`src/rtl/pc_fetch_ctrl.sv`:
```
// pc_fetch_ctrl -- IF-stage program counter and instruction-fetch sequencer.
//
// Owns the PC and its +4 increment. Runs a single-outstanding-request
// handshake with an instruction memory of any latency. Honours hazard
// stalls and EX-stage redirects, and hands (inst, if_pc, inst_valid) to IF/ID.
//
// Ports:
//   clk, rstn           clock (rising edge), asynchronous active-low reset
//   stall               hazard hold; IF/ID cannot take an instruction
//   redirect_valid      taken branch/jump from EX this cycle
//   redirect_target     new PC (bits [1:0] ignored)
//   imem_req/imem_addr  fetch request and word-aligned address
//   imem_ready          memory completes the outstanding request this cycle
//   imem_rdata          instruction word, valid with imem_ready
//   inst_valid/inst     instruction handed to IF/ID this cycle
//   if_pc               address of inst
module pc_fetch_ctrl #(
    parameter logic [31:0] RESET_PC = 32'h0000_3000
) (
    input  logic        clk,
    input  logic        rstn,
    input  logic        stall,
    input  logic        redirect_valid,
    input  logic [31:0] redirect_target,
    output logic        imem_req,
    output logic [31:0] imem_addr,
    input  logic        imem_ready,
    input  logic [31:0] imem_rdata,
    output logic        inst_valid,
    output logic [31:0] inst,
    output logic [31:0] if_pc
);

    typedef enum logic [1:0] {
        S_BOOT  = 2'd0,
        S_FETCH = 2'd1,
        S_BUF   = 2'd2,
        S_KILL  = 2'd3
    } state_t;

    state_t      state, state_nx;
    logic [31:0] pc, pc_nx;
    logic [31:0] buf_inst, buf_inst_nx;
    logic [31:0] buf_pc, buf_pc_nx;
    logic [31:0] kill_addr, kill_addr_nx;
    logic        busy, busy_nx;

    logic [31:0] tgt;
    logic [31:0] pc_inc;
    logic        rdy;

    assign tgt    = {redirect_target[31:2], 2'b00};
    assign pc_inc = pc + 32'd4;
    // A ready with no request on the bus is not a completion.
    assign rdy    = imem_ready & imem_req;

    always_ff @(posedge clk or negedge rstn) begin
        if (!rstn) begin
            state     <= S_BOOT;
            pc        <= RESET_PC;
            buf_inst  <= '0;
            buf_pc    <= RESET_PC;
            kill_addr <= RESET_PC;
            busy      <= 1'b0;
        end else begin
            state     <= state_nx;
            pc        <= pc_nx;
            buf_inst  <= buf_inst_nx;
            buf_pc    <= buf_pc_nx;
            kill_addr <= kill_addr_nx;
            busy      <= busy_nx;
        end
    end

    always_comb begin
        state_nx     = state;
        pc_nx        = pc;
        buf_inst_nx  = buf_inst;
        buf_pc_nx    = buf_pc;
        kill_addr_nx = kill_addr;
        busy_nx      = busy;
        imem_req     = 1'b0;
        imem_addr    = pc;
        inst_valid   = 1'b0;
        inst         = '0;
        if_pc        = pc;

        case (state)
            S_BOOT: begin
                state_nx = S_FETCH;
            end

            S_FETCH: begin
                // An outstanding request is never withdrawn, even under stall.
                imem_req = busy | ~stall;
                inst     = imem_rdata;
                if (rdy) begin
                    busy_nx = 1'b0;
                    if (redirect_valid) begin
                        pc_nx = tgt;
                    end else if (stall) begin
                        buf_inst_nx = imem_rdata;
                        buf_pc_nx   = pc;
                        pc_nx       = pc_inc;
                        state_nx    = S_BUF;
                    end else begin
                        inst_valid = 1'b1;
                        pc_nx      = pc_inc;
                    end
                end else if (redirect_valid) begin
                    pc_nx = tgt;
                    // The request on the bus still targets the old pc; its
                    // response must be swallowed in KILL.
                    if (imem_req) begin
                        kill_addr_nx = pc;
                        busy_nx      = 1'b1;
                        state_nx     = S_KILL;
                    end
                end else begin
                    busy_nx = imem_req;
                end
            end

            S_BUF: begin
                inst       = buf_inst;
                if_pc      = buf_pc;
                inst_valid = ~stall & ~redirect_valid;
                if (redirect_valid) begin
                    pc_nx    = tgt;
                    state_nx = S_FETCH;
                end else if (!stall) begin
                    state_nx = S_FETCH;
                end
            end

            S_KILL: begin
                imem_req  = 1'b1;
                imem_addr = kill_addr;
                if (redirect_valid)
                    pc_nx = tgt;
                if (imem_ready) begin
                    busy_nx  = 1'b0;
                    state_nx = S_FETCH;
                end else begin
                    busy_nx = 1'b1;
                end
            end

            default: begin
                state_nx = S_BOOT;
            end
        endcase
    end

endmodule
```
`config.mk`:
```
export PLATFORM = sky130hd
export DESIGN_NAME = pc_fetch_ctrl
export DESIGN_NICKNAME = d
export VERILOG_FILES = /design/src/rtl/pc_fetch_ctrl.sv
export SDC_FILE = /design/constraint.sdc
export NUM_CORES = 1
export LEC_CHECK = 0
export ABC_AREA = 1
export BUFFER_PORTS_ARGS = -buffer_cell sky130_fd_sc_hd__buf_2
export CAP_MARGIN = 20
export CORE_MARGIN = 3
export CORE_UTILIZATION = 46
export CTS_CLUSTER_SIZE = 10
export DETAILED_ROUTE_END_ITERATION = 10
export PLACE_DENSITY = 0.84
export SYNTH_ARGS = -nofsm -noshare
export SYNTH_HDL_FRONTEND = slang
export SYNTH_SLANG_ARGS = --single-unit
```
`constraint.sdc`:
```
create_clock -name clk -period 2.2 [get_ports clk]
set_input_delay 0.66 -clock clk [delete_from_list [all_inputs] [get_ports clk]]
set_output_delay 0.66 -clock clk [all_outputs]
set_load 0.02 [all_outputs]
```
; ---- Word level (Yosys, flattened, before mapping)
; Index checks and enable logic that the tools add are counted.
[word_totals]
inputBits = 69
register_bits = 131
word_cells = 57
[classes]
muxes = 26
n_reduce_logical = 8
addsub = 1
eq_ne = 10
bitwise_logic = 6
[op_table]
columns = operator, n
row1 = $mux 32, 5
row2 = $pmux 32 s2, 2
row3 = $add 32x3->32 const B, 1
row4 = $mux 2, 8
row5 = $ne 3x3->1 const B, 5
row6 = $pmux 2 s4, 1
row7 = $reduce_and 4->1, 2
row8 = $mux 1, 7
row9 = $pmux 1 s2, 3
row10 = $reduce_and 6->1, 1
row11 = $eq 2x2->1 const B, 2
row12 = $ne 4x4->1 const B, 1
row13 = $reduce_bool 2->1, 2
row14 = $not 1->1, 3
row15 = $and 1x1->1, 2
row16 = $eq 2x1->1 const B, 1
row17 = $logic_not 2->1, 1
row18 = $ne 2x2->1 const B, 1
row19 = $reduce_and 2->1, 1
row20 = $reduce_or 2->1, 1
row21 = $or 1x1->1, 1

; ---- Logic depth before layout (Yosys ltp)
[depth]
depth_word = 6
mapped_depth = 13

; ---- Worst setup path after synthesis
; Ideal clock, no wire load.
[synth_timing]
path_type = register to output
from = register state[1]
to = output port inst_valid
stages_incl_launch_ff = 10
path_buffers = 1
path_slack_ns = -0.208
required_time_ns = 1.540
t_arrival_ns = 1.748
path_cell_list = dfrtp_1 > inv_1 > ha_1 > buf_6 > nand2_2 > nand2_4 > nand2_4 > nor2_4 > o21ai_0 > nor3_1
[synth_via]
elab_chain_cells = 5
[synth_lines]
columns = element, line_no
row1 = "start, declared", 41  ; state_t state, state_nx;
row2 = "start signal, assigned", 66  ; state <= state_nx;
row3 = $eq 2x2->1 or $eq 2x1->1 (tied branches), 88  ; case (state)
row4 = $pmux 1 s2 (*), 88
row5 = via imem_req, 25  ; output logic imem_req,
row6 = $and 1x1->1 (*), 55  ; assign rdy = imem_ready & imem_req;
row7 = $mux 1 (*), 97  ; if (rdy) begin
row8 = $pmux 1 s2 (*), 88
row9 = "end, declared", 29  ; output logic inst_valid,
; Mark *: on every way through the listed nets, which the timed path passes. The rest lies on a longest branch.

; ---- Worst setup path in the final report
[layout_timing]
from = register state[0]
to = output port inst[10]
[layout_via]
elab_chain_cells = 2
[layout_lines]
columns = element, line_no
row1 = $eq 2x2->1 or $eq 2x1->1 (tied branches), 88
row2 = $pmux 32 s2 (*), 88
row3 = "end, declared", 30  ; output logic [31:0] inst,
; Mark *: on every way between the ends. The rest lies on a longest branch, timed or not.

==> flow_metrics.tcl <==
set metrics [dict create \
    remaining_drc_errors 0 \
    dp_cells 1438 \
    finalCritPeriodShare_pct 117 \
    ant_nets 0 \
    r2r_start "state[0]" \
    finalHoldViolCount 0 \
    initial_utilization_pct 47.1 \
    fin_nets 1341 \
    wl_met3_um 1840 \
    setup_viol 98 \
    antenna_cells 0 \
    die_h_um 134 \
    synth_top_cell_area_share_pct 41.8 \
    ys_warn_count 0 \
    final_layout_size_suffix_gt1_share_pct 30.8 \
    clk_pin_slew_ps 60 \
    maxSlewHeadroom_pct 61.6 \
    syn_inst 1089 \
    placeableCoreArea_um2 15900 \
    synthTopCellsByArea "dfrtp_1, nand2_1, o21ai_0, nor2_1, o21ai_1" \
    rsz0062_at_grt "true" \
    ios 167 \
    portBuffers 164 \
    ctsHoldBuffers 0 \
    cp-end-kind "output port" \
    peakVddDrop_v 0.000988 \
    yosys.area.top_type "dfrtp_1" \
    crit_required_ps 1540 \
    synth_nets 1164 \
    yosys-top-cells-count "nand2_1, o21ai_0, dfrtp_1" \
    p_int_uw 10200 \
    grt_pass1_vias 7622 \
    worstPathArrival_ps 1920 \
    cts_buffers 17 \
    yosysSeqAreaShare_pct 43.9 \
    worstSetupStartpointType "register" \
    violations "setup timing" \
    drt_first_pass_iters 6 \
    grt_pass1_wl_um 37700 \
    grt_max_degree 97 \
    crit_family "buffers and inverters" \
    r2r_end "pc[2]" \
    syn_area_um2 7490 \
    avgSynthCellArea_um2 6.88 \
    wirelength_um 26600 \
    p_switching_uw 8630 \
    path_buf_inv 4 \
    leakage_uw 0.00523 \
    min_path_type "in2async" \
    switching_share_pct 45.8 \
    die_area_um2 17800 \
    synth_most_common_cell "nand2_1" \
    antenna_found_initial 0 \
    dieWidth_um 134 \
    vias_per_cell 5.58 \
    grt_overflow_total 0 \
    maxSlewViolCount 0 \
    dpl_worst_slack_ps -22.1 \
    fin_ws_ps -377 \
    cts-root-buf "clkbuf_16" \
    worst-slew-pin-transition_ps 575 \
    finalNonFillerCells 1495 \
    cts.htree.levels 4 \
    wl_per_cell_um 17.8 \
    maxCapViolations 0 \
    gp_congestion 0.911 \
    slowest_delay_ps 500 \
    ys_ff_latch 131 \
    worst_r2r_path_depth 9 \
    multi_input_area_um2 4360 \
    finalCriticalPeriod_ps 2580 \
    drtIter0Drc 940 \
    vias 8342 \
    fillers 1171 \
    combPwrFrac_pct 59.6 \
    clkPwrFrac_pct 16.6 \
    dp_hpwl_um 14400 \
    synth_edf_count 0 \
    rrSetupSlack_ps 90 \
    rows 46 \
    worstPathCellList "inv_4 > ha_4 > buf_12 > buf_8 > nand2_1 > a21oi_2 > buf_4" \
    critPathMaxFanout 6 \
    ys.flop_type "dfrtp_1" \
    worstSetupPathType "reg2out" \
    hold_slack_ps 156 \
    wl_met1_um 10500 \
    grt_use_total_pct 26.0 \
    pwr-share-seq_pct 23.8 \
    clk_latency_ps 420 \
    seqCellArea_um2 3290 \
    maxUsedRoutingLayer "met4" \
    dr_wl_met2_um 13300 \
    clock_skew_ps 10.2 \
    clockBufferDepth 2 \
    area_growth_pct 46.8 \
    synthDistinctLibCells 26 \
    async_flop_share_pct 100 \
    cpMaxStageDelayCell "dfrtp_2" \
    p_per_area_nw_per_um2 1720 \
    clock.fmax_mhz 388 \
    cts_tree "done" \
    status "finished, violations left" \
    clock-sinks 131 \
]
==> what timing repair did <==
action                                  in CTS  in global routing
setup buffers                                7                  7
cloned                                       4                 10
endpoints found under the setup margin      98                101
endpoints found under the hold margin        0                  0
resized for setup                          262                120
pin swaps                                   17                 34
==> worst max path at each step <==
stage | start | end | slack [ps] | cells past startpoint
6_report | state[0] | inst[10] | -380 | 7
5_1_grt | state[0] | inst[10] | -420 | 7
4_1_cts | state[0] | inst_valid | -290 | 8
3_5_place_dp | state[0] | inst_valid | -20 | 8
3_3_place_gp | stall | inst_valid | 40 | 9
2_1_floorplan | state[1] | inst_valid | -50 | 9
==> power groups by stage <==
stage	Combinational (uW)	Sequential, uW	Clock [uW]
2_1_floorplan	5350	4110	0
3_3_place_gp	7630	4260	0
3_5_place_dp	7800	4310	0
4_1_cts	9710	4340	3130
5_1_grt	12000	4620	3260
6_report	11200	4500	3130
==> kinds of logic after synthesis <==
family,after synthesis,synth area share [%]
simple gates,580,31.2
compound gates,244,16.6
flops,131,43.9
buf+inv,128,7.37
fa+ha+maj,6,1.00
==> layout by cell type, fill, tap and decap left out, types with 2 or more instances in the layout <==
master      Yosys  layout
buf_12          0      21
o21ai_1        56      88
a21oi_4         0       5
dfstp_2         6       6
a31oi_1         2       2
o211ai_1        2       2
nand4_1         7       7
clkbuf_16       0      24
nor2_1        101     100
dfrtp_1       125     124
ha_4            0       5
o21ai_0       129      64
a21oi_1        51      19
o21ai_2         3      16
bufinv_16       0       4
clkinv_4        0       4
clkinvlp_4      0       2
nor2_2          1       2
buf_8           0       8
buf_16          0       2
nor2_4          3       3
o21ai_4         0      20
nand2_2         3      29
inv_1          64      61
buf_6           6      50
buf_4           2      67
inv_4           0       2
a21oi_2         0      27
nand2_1       402     357
buf_2          15      67
clkbuf_8        0       4
nor3_1          5       4
nand3_1        55      55
nand2_4         2      21
==> stage by stage <==
stage               power [uW]  instance area (um2)  util, %  TNS, ps
floorplan                 9470                 7610        -    -45.7
global placement         11900                 8830     55.6        0
detailed placement       12100                 8830     55.6    -22.1
CTS                      17200                10300     64.8   -20020
global route             19900                11000     69.2   -32240
finish                   18900                11000     69.2   -27570
==> worst reg2reg max path, delay by kind of cell, from the launching register on <==
family | cells | cell delay, ps
simple gates | 3 | 550
buf+inv | 3 | 380
fa+ha+maj | 1 | 190
flops | 1 | 500
compound gates | 2 | 410
==> area by class of cell <==
type | count | share of cell area, %
Tap cell | 216 | 2.46
Clock inverter | 11 | 1.59
Clock buffer | 21 | 4.37
Inverter | 64 | 2.23
Sequential cell | 131 | 29.9
Multi-Input combinational cell | 830 | 39.7
Timing Repair Buffer | 222 | 19.8
==> sequential cells by signal, indices dropped and copies added (netlist names) <==
| register | flops |
|---|---|
| state | 2 |
| buf_pc | 32 |
| pc | 32 |
| kill_addr | 32 |
| buf_inst | 32 |
| busy | 1 |
==> metal layers <==
layer	track usage, %	vias up
met5	0	-
met4	10.0	0
met3	4.95	77
met2	43.5	430
met1	33.7	3954
li1	-	3881
No activity file was read; power rests on OpenSTA's default activity.
